## config.mk

```make
export PLATFORM = sky130hd
export DESIGN_NAME = sync_fifo_wr_arbiter
export DESIGN_NICKNAME = d
export VERILOG_FILES = /design/src/rtl/sync_fifo_wr_arbiter_pkg.sv /design/src/rtl/sync_fifo_wr_arbiter_rr.sv /design/src/rtl/sync_fifo_wr_arbiter.sv
export SDC_FILE = /design/constraint.sdc
export NUM_CORES = 1
export LEC_CHECK = 0
export CELL_PAD_IN_SITES_DETAIL_PLACEMENT = 1
export CELL_PAD_IN_SITES_GLOBAL_PLACEMENT = 2
export CORE_UTILIZATION = 13
export DETAILED_ROUTE_END_ITERATION = 16
export PLACE_DENSITY_LB_ADDON = 0.1
export RECOVER_POWER = 25
export SLEW_MARGIN = 20
export SYNTH_ARGS = -nofsm -noshare
export SYNTH_HDL_FRONTEND = slang
export SYNTH_SLANG_ARGS = --single-unit
```

## constraint.sdc

```tcl
create_clock -name clk -period 3.18 [get_ports clk]
set_clock_uncertainty 0.1 [all_clocks]
set_input_delay 0.318 -clock clk [delete_from_list [all_inputs] [get_ports clk]]
set_output_delay 0.318 -clock clk [all_outputs]
set_load 0.05 [all_outputs]
```

## src/rtl/sync_fifo_wr_arbiter_pkg.sv

```systemverilog
// Shared definitions for the 4-beat burst write arbiter in front of the 64-to-256 sync FIFO.
package sync_fifo_wr_arbiter_pkg;

    localparam int BEATS      = 4;
    localparam int BEAT_CNT_W = 2;

    localparam logic [0:0] ST_IDLE  = 1'b0;
    localparam logic [0:0] ST_BURST = 1'b1;

    typedef enum logic [0:0] {
        IDLE  = ST_IDLE,
        BURST = ST_BURST
    } state_e;

    function automatic int idx_w(input int n);
        return (n > 1) ? $clog2(n) : 1;
    endfunction

endpackage

```

## src/rtl/sync_fifo_wr_arbiter_rr.sv

```systemverilog
// Combinational round-robin pick: first set request strictly after ptr, wrapping around.
module rr_arbiter_onehot
    import sync_fifo_wr_arbiter_pkg::*;
#(
    parameter  int N_REQ = 4,
    localparam int IDX_W = idx_w(N_REQ)
) (
    input  logic [N_REQ-1:0] req,
    input  logic [IDX_W-1:0] ptr,
    output logic [N_REQ-1:0] pick_onehot,
    output logic [IDX_W-1:0] pick_idx,
    output logic             pick_any
);

    always_comb begin
        int cand;
        pick_onehot = '0;
        pick_idx    = '0;
        pick_any    = 1'b0;
        cand        = 0;
        for (int i = 1; i <= N_REQ; i++) begin
            cand = (int'(ptr) + i) % N_REQ;
            if (!pick_any && req[IDX_W'(cand)]) begin
                pick_any                   = 1'b1;
                pick_onehot[IDX_W'(cand)]  = 1'b1;
                pick_idx                   = IDX_W'(cand);
            end
        end
    end

endmodule

```

## src/rtl/sync_fifo_wr_arbiter.sv

```systemverilog
// Grants the FIFO 64-bit write port to one requester at a time in atomic 4-beat bursts,
// only when a local mirror of FIFO occupancy shows room for a whole burst.
module sync_fifo_wr_arbiter
    import sync_fifo_wr_arbiter_pkg::*;
#(
    parameter  int N_REQ        = 4,
    parameter  int DATA_WIDTH_I = 64,
    parameter  int FIFO_DEPTH   = 8,
    localparam int IDX_W        = idx_w(N_REQ),
    localparam int OCC_W        = $clog2(FIFO_DEPTH) + 1
) (
    input  logic                          clk,
    input  logic                          rst,
    input  logic [N_REQ-1:0]              req_valid,
    input  logic [N_REQ*DATA_WIDTH_I-1:0] req_data,
    output logic [N_REQ-1:0]              req_ready,
    output logic [N_REQ-1:0]              gnt,
    output logic [IDX_W-1:0]              gnt_id,
    output logic                          fifo_wr,
    output logic [DATA_WIDTH_I-1:0]       fifo_din,
    input  logic                          fifo_full,
    input  logic                          fifo_rd,
    input  logic                          fifo_empty,
    output logic [OCC_W-1:0]              occ
);

    localparam logic [OCC_W-1:0]      OCC_SPACE_MAX = OCC_W'(FIFO_DEPTH - BEATS);
    localparam logic [BEAT_CNT_W-1:0] LAST_BEAT     = BEAT_CNT_W'(BEATS - 1);

    state_e                state;
    logic [BEAT_CNT_W-1:0] beat_cnt;
    logic                  rd_vld;
    logic                  space_ok;
    logic [OCC_W-1:0]      occ_next;
    logic [N_REQ-1:0]      pick_onehot;
    logic [IDX_W-1:0]      pick_idx;
    logic                  pick_any;

    // A read pops a whole output word (BEATS entries); clamp keeps the mirror in range.
    function automatic logic [OCC_W-1:0] sat_occ(input logic [OCC_W-1:0] cur,
                                                 input logic wr, input logic rd);
        int sum;
        sum = int'(cur) + int'(wr) - (rd ? BEATS : 0);
        if (sum < 0) begin
            sum = 0;
        end else if (sum > FIFO_DEPTH) begin
            sum = FIFO_DEPTH;
        end
        return OCC_W'(sum);
    endfunction

    rr_arbiter_onehot #(
        .N_REQ(N_REQ)
    ) u_rr (
        .req        (req_valid),
        .ptr        (gnt_id),
        .pick_onehot(pick_onehot),
        .pick_idx   (pick_idx),
        .pick_any   (pick_any)
    );

    assign rd_vld   = fifo_rd & ~fifo_empty;
    assign occ_next = sat_occ(occ, fifo_wr, rd_vld);
    assign space_ok = (occ_next <= OCC_SPACE_MAX);

    always_comb begin
        req_ready = '0;
        fifo_wr   = 1'b0;
        fifo_din  = '0;
        if (state == BURST) begin
            req_ready[gnt_id] = ~fifo_full;
            fifo_wr           = req_valid[gnt_id] & ~fifo_full;
            fifo_din          = req_data[int'(gnt_id)*DATA_WIDTH_I +: DATA_WIDTH_I];
        end
    end

    always_ff @(posedge clk) begin
        if (rst) begin
            state    <= IDLE;
            gnt      <= '0;
            gnt_id   <= IDX_W'(N_REQ - 1);
            beat_cnt <= '0;
            occ      <= '0;
        end else begin
            occ <= occ_next;
            unique case (state)
                IDLE: begin
                    if (pick_any && space_ok) begin
                        gnt      <= pick_onehot;
                        gnt_id   <= pick_idx;
                        beat_cnt <= '0;
                        state    <= BURST;
                    end
                end
                BURST: begin
                    // Grant is held until all beats land, however long the requester stalls.
                    if (fifo_wr) begin
                        beat_cnt <= beat_cnt + 1'b1;
                        if (beat_cnt == LAST_BEAT) begin
                            gnt   <= '0;
                            state <= IDLE;
                        end
                    end
                end
                default: state <= IDLE;
            endcase
        end
    end

endmodule

```

======== Word-level counts from Yosys, hierarchy flattened ========
Index checks and enable logic that the tools add are counted.
word-level totals
  register bits after elaboration ......... 13
  input port bits ......................... 265
  output and inout port bits .............. 79
cells by class
  add/subtract/negate cells ............... 7
  order comparisons ....................... 13
  eq/ne operators ......................... 4
  shift operators ......................... 1
  muxes and demuxes ....................... 53
  bitwise operators ....................... 9
  reductions and logical operators ........ 15
operator list
  operator             count
  $shiftx 256x9->64    1
  $mux 64              1
  $mux 4               10
  $mux 1               22
  $lt 2x4->1 const B   4
  $mux 2               6
  $or 4x4->4           3
  $bmux 1 s2           5
  $demux 1 s2          5
  $ge 2x1->1 const B   5
  $logic_and 1x1->1    9
  $pmux 4 s2           1
  $add 2x1->2 const B  3
  $gt 6x5->1 const B   1
  $lt 6x1->1 const B   1
  $sub 5x3->6          1
  $add 4x1->5          1
  $add 2x2->2 const B  2
  $and 4x4->4          1
  $le 4x3->1 const B   1
  $ne 2x2->1 const B   2
  $pmux 2 s2           1
  $reduce_and 2->1     2
  $logic_not 1->1      3
  8 further kinds      11

======== Depth between registers and ports, before layout ========
  word-level depth ........................ 17
  mapped depth ............................ 15

======== By module ========
Synthesis repeated with hierarchy kept, for this count alone.
unflattened totals
  cell total of the unflattened synthesis .. 306
  area, all modules ....................... 3281.9 µm²
by module, submodules not included
  module                times used  cells each  area an instance (µm²)  sequential area each (µm²)
  sync_fifo_wr_arbiter  1           246         2787.7                  260.2
  rr_arbiter_onehot     1           60          494.2                   0.0

======== Worst setup path after synthesis ========
OpenSTA, ideal clock, no wires.
  path type ............................... register to register
  start ................................... register gnt_id[1]
  end ..................................... register beat_cnt[1]
  library setup time ...................... 0.070 ns
  arrival ................................. 3.414 ns
  required time ........................... 3.010 ns
  slack ................................... -0.404 ns
  cell stages (with the launch flop) ...... 16
  path through ............................ dfxtp_1 clkbuf_1 inv_1 mux2i_1 nand2_1 inv_1 ha_1 inv_1 ha_1 nor2b_1 o211a_1 o21ai_0 a21oi_1 buf_6 nand3b_1 a21oi_1
between the ends
  elaborated cells between the ends (all ways) .. 41
  those cells by class .................... 6 x add/sub; 3 x order compare; 2 x eq/ne; 21 x mux; 1 x bitwise; 8 x reduce/logical
RTL lines
  item                              line                        source
  from (decl)                       sync_fifo_wr_arbiter.sv:18  output logic [IDX_W-1:0] gnt_id,
  from (signal assigned)            sync_fifo_wr_arbiter.sv:81  gnt_id <= IDX_W'(N_REQ - 1);
  from (signal assigned)            sync_fifo_wr_arbiter.sv:90  gnt_id <= pick_idx;
  $bmux 1 s2 (*)                    sync_fifo_wr_arbiter.sv:72  fifo_wr = req_valid[gnt_id] & ~fifo_full;
  $mux 1 (implied by the code) (*)  sync_fifo_wr_arbiter.sv:72
  $and 1x1->1 (*)                   sync_fifo_wr_arbiter.sv:72
  $mux 1 (*)                        sync_fifo_wr_arbiter.sv:70  if (state == BURST) begin
  named net fifo_wr                 sync_fifo_wr_arbiter.sv:19  output logic fifo_wr,
  $add 4x1->5                       sync_fifo_wr_arbiter.sv:43  sum = int'(cur) + int'(wr) - (rd ? BEATS : 0);
  $sub 5x3->6                       sync_fifo_wr_arbiter.sv:43
  $gt 6x5->1                        sync_fifo_wr_arbiter.sv:46  end else if (sum > FIFO_DEPTH) begin
  $mux 4                            sync_fifo_wr_arbiter.sv:46
  $mux 4                            sync_fifo_wr_arbiter.sv:44  if (sum < 0) begin
  $le 4x3->1                        sync_fifo_wr_arbiter.sv:64  assign space_ok = (occ_next <= OCC_SPACE_MAX);
  $logic_and 1x1->1                 sync_fifo_wr_arbiter.sv:88  if (pick_any && space_ok) begin
  $ne 2x2->1 (no line)              -
  $reduce_and 2->1 (no line) (*)    -
  to (signal assigned)              sync_fifo_wr_arbiter.sv:98  beat_cnt <= beat_cnt + 1'b1;
  to (decl)                         sync_fifo_wr_arbiter.sv:31  logic [BEAT_CNT_W-1:0] beat_cnt;
Mark *: on every way through the listed nets, which the timed path passes. The rest lies on a longest branch. The select of a mux whose other input is x is not followed.
A chain may end at the register's enable or synchronous reset.

======== Worst setup path after layout ========
  start ................................... input port req_valid[2]
  end ..................................... register gnt[3]
between the ends
  word-level cells in the longest chain between the ends .. 16
  elaborated cells between the ends (all ways) .. 46
  those cells by class .................... 2 x add/sub; 3 x order compare; 2 x eq/ne; 27 x mux; 4 x bitwise; 8 x reduce/logical
ends and longest elaborated chain
  item                                                  line                        source
  from (decl)                                           sync_fifo_wr_arbiter.sv:14  input logic [N_REQ-1:0] req_valid,
  branches (longest 16 deep; another with $sub 5x3->6)  -
  to (signal assigned)                                  sync_fifo_wr_arbiter.sv:89  gnt <= pick_onehot;
  to (decl)                                             sync_fifo_wr_arbiter.sv:17  output logic [N_REQ-1:0] gnt,
Parallel ways; which one is timed is not known. The select of a mux whose other input is x is not followed.

==> run_results.csv <==
group,metric,value,unit
global_route,grt.overflow.total,0,
setup_path,worst_ep_required_time,3230,ps
placed_design,hpwl,15.25,mm
drt,routedWlPerCell,19.04,um
synthesis,yosys.area.top_type_share,0.4894,
power,power.density,698.9,mW/mm^2
drt,dr.pass1.iters,4,
floorplanning,die_w,156.0,um
synthesis,ys_types,35,
drt,drc,0,
synthesis,syn_nets,562,
timing,slew_violations,0,
cts,clk_pin_slew,50,ps
timing,fin_crit,2963,ps
floorplanning,start_util,0.1345,
synthesis,seq_area_frac_synth,0.08442,
floorplanning,die_area,0.02433,mm^2
synthesis,postSynthCellCount,280,
finish,final_nets,906,
timing,setup_tns,0,ps
synthesis,yosys.area.top_type,"mux4_2",
placed_design,port_buffers,343,
global_route,grt_first_pass_wirelength,26.20,mm
power,ir_drop,244.3,uV
cts,clk_latency,240,ps
cts,cts_hold_repair.buffers,0,
power,combPwrFrac,0.895,
synthesis,synth_ff_type,"dfxtp_1",
power,p_sw_frac,0.5352,
power,power.internal,2.254,mW
cts,clkSinkCount,13,
setup_path,crit_fanout,10,
global_route,track_usage,0.1436,
timing,fin_crit_sh,0.9316,
timing,fmax,337.5,MHz
synthesis,synthTopCellsByArea,"mux4_2 49%, and2_1 14%, dfxtp_1 8.4%, ha_1 6.9%, a21oi_1 2.1%",
power,power_frac_clock,0.049,
cts,root_buffer,"clkbuf_16",
global_route,grt_pass1_vias,4464,
cts,h-tree-depth,1,
synthesis,synthArstFlopShare,0,
setup_path,cp_common_cell,"buf_4",
finish,syn_to_final_growth,125.1,%
global_route,antenna_found_initial,3,
placed_design,placedCellCount,932,
setup_path,startpoint_type,"primary input",
finish,nFillCells,2616,
timing,final-hold-violation-count,0,
floorplanning,pin_count,344,
cts,tritoncts,"built",
floorplanning,rows,55,
synthesis,synth_area,0.003083,mm^2
worst_hold_path,min_path_type,"reg2reg",
drt,viasPerCell,4.178,
placed_design,gp_congestion,0.7950,
drt,num_vias,3923,
timing,relSlewSlack,0.5385,
synthesis,synth_most_common_cell,"and2_1",
synthesis,synth_edf_count,0,
drt,drtIter0Drc,75,
timing,worst_pin_slew,695.2,ps
timing,setup_violations,0,
setup_path,crit_chain,"clkdlybuf4s50_1, mux2i_1, mux2i_1, buf_4, nand2_2, clkinvlp_4, ha_4, inv_1, ha_2, nor3_2, or4_4, o2111ai_4, a21oi_2, buf_4, buf_4, a311oi_2",
setup_path,crit_path_end_kind,"flip-flop",
setup_path,cp_top_family,"buffers and inverters",
status,status,"finished, final reports clean",
cts,cts_buffers,3,
power,pwr-share-seq,0.055,
cts,cts_buffer_depth,2,
power,power_switching,2.595,mW
setup_path,worstPathArrival,3020,ps
synthesis,yosysWarnings,0,
synthesis,syn_area_per_cell,11.01,um^2
job,maxCapViolCount,0,
synthesis,yosys-top-cells-count,"69 x and2_1, 67 x mux4_2, 17 x ha_1",
setup_path,max_stage_delay,450,ps
drt,antenna_left,0,
floorplanning,coreArea,0.02292,mm^2
setup_path,worst-setup-path-type,"in2reg",
setup_path,slowest_stage,"or4_4",
finish,layout-drive-gt1-share,0.2665,
setup_path,path_buf_inv,6,
drt,wirelength,17.88,mm
global_route,grt_max_degree,69,
synthesis,ys_ff_latch,13,
power,p_leak,2.745,nW
finish,fin_cells,939,
floorplanning,die_y,156.0,um
[routing by layer]
layer,global-route usage,routed length [um],vias up
met5,0,0,-
met4,0.03828,286,0
met1,0.1399,6114,1898
li1,-,-,1784
met3,0.03417,1532,14
met2,0.2946,9944,227
[cells by family after synthesis]
kind of cell | synth area share
buffers and inverters | 0.05073
AOI/OAI and AO/OA | 0.07306
and+or+nand+nor | 0.2054
DFF | 0.08442
adders and majority gates | 0.06899
muxes | 0.5089
xor gates and xnor gates | 0.008524
[worst paths after layout]
path / start / to / slack, ps / cells after the start
setup / recovery: req_valid[2] / gnt[3]$_SDFFE_PP0P_ / 220 / 16
hold / removal: beat_cnt[0]$_SDFFE_PP0P_ / beat_cnt[0]$_SDFFE_PP0P_ / 410 / 2
setup reg to reg: gnt_id[0]$_SDFFE_PP1P_ / gnt[3]$_SDFFE_PP0P_ / 300 / 15
hold reg to reg: beat_cnt[0]$_SDFFE_PP0P_ / beat_cnt[0]$_SDFFE_PP0P_ / 410 / 2
[metrics by stage]
step	utilization	hold slack, ps	setup slack, ps	power (mW)	cell area [um^2]
floorplan	-	363.7	14.96	3.262	3119
global placement	0.2978	375.2	-124.5	4.679	6825
detailed placement	0.2978	405.6	-228.6	4.697	6825
CTS	0.3014	411.7	19.90	4.950	6908
global route	0.3028	439.7	-18.10	5.189	6939
finish	0.3028	405.7	217.4	4.850	6939
[what timing repair did]
action | in CTS | in global routing
gates resized for setup | 1 | 13
setup endpoints to repair | 24 | 14
pin swaps | 0 | 2
cloned | 0 | 0
setup buffers | 0 | 0
endpoints found under the hold margin | 0 | 0
[worst register-to-register path, cell delays in order (launching register included)]
cell and delay (ps):
dfxtp_4 380, mux2i_1 240, mux2i_1 110, buf_4 150
nand2_2 90, clkinvlp_4 100, ha_4 160, inv_1 50
ha_2 200, nor3_2 70, or4_4 450, o2111ai_4 120
a21oi_2 80, buf_4 170, buf_4 150, a311oi_2 180
[sequential cells by signal, summed over array words and instances, names as in the netlist]
signal    cells
beat_cnt      2
gnt           4
gnt_id        2
occ           4
state         1
[placed cells by master, fill, tap and decap left out, drive strengths merged, types with 3 or more instances in the layout]
master	synthesis	routed
a21oi	13	13
buf	11	79
a211o	3	3
nand3b	3	3
nand2b	5	5
dfxtp	13	13
a311oi	3	3
and2	69	69
a221oi	3	3
nor2	10	10
nor2b	4	4
nand3	3	3
mux4	67	67
clkdlybuf4s50	0	264
ha	17	17
mux2i	6	6
inv	11	10
nor3	3	3
dlygate4sd3	0	8
clkbuf	14	15
nand2	4	4
diode	0	3
[power by group through the flow]
| stage | Clock [mW] | Combinational (mW) | Sequential (mW) |
|---|---|---|---|
| 3_5_place_dp | 0 | 4.42 | 0.273 |
| 4_1_cts | 0.245 | 4.43 | 0.271 |
| 6_report | 0.240 | 4.34 | 0.269 |
| 5_1_grt | 0.256 | 4.65 | 0.278 |
| 2_1_floorplan | 0 | 2.84 | 0.419 |
| 3_3_place_gp | 0 | 4.40 | 0.274 |
[final cells by class]
class,instances,area [um^2],share of cell area
inverter,11,45.04,0.006491
timing repair buffer,364,3403,0.4904
sequential,13,269.0,0.03877
clock buffer,4,78.83,0.01136
tap,313,391.6,0.05644
multi-input combinational,231,2744,0.3954
antenna,3,7.507,0.001082
Power figures use the tool's default switching activity.
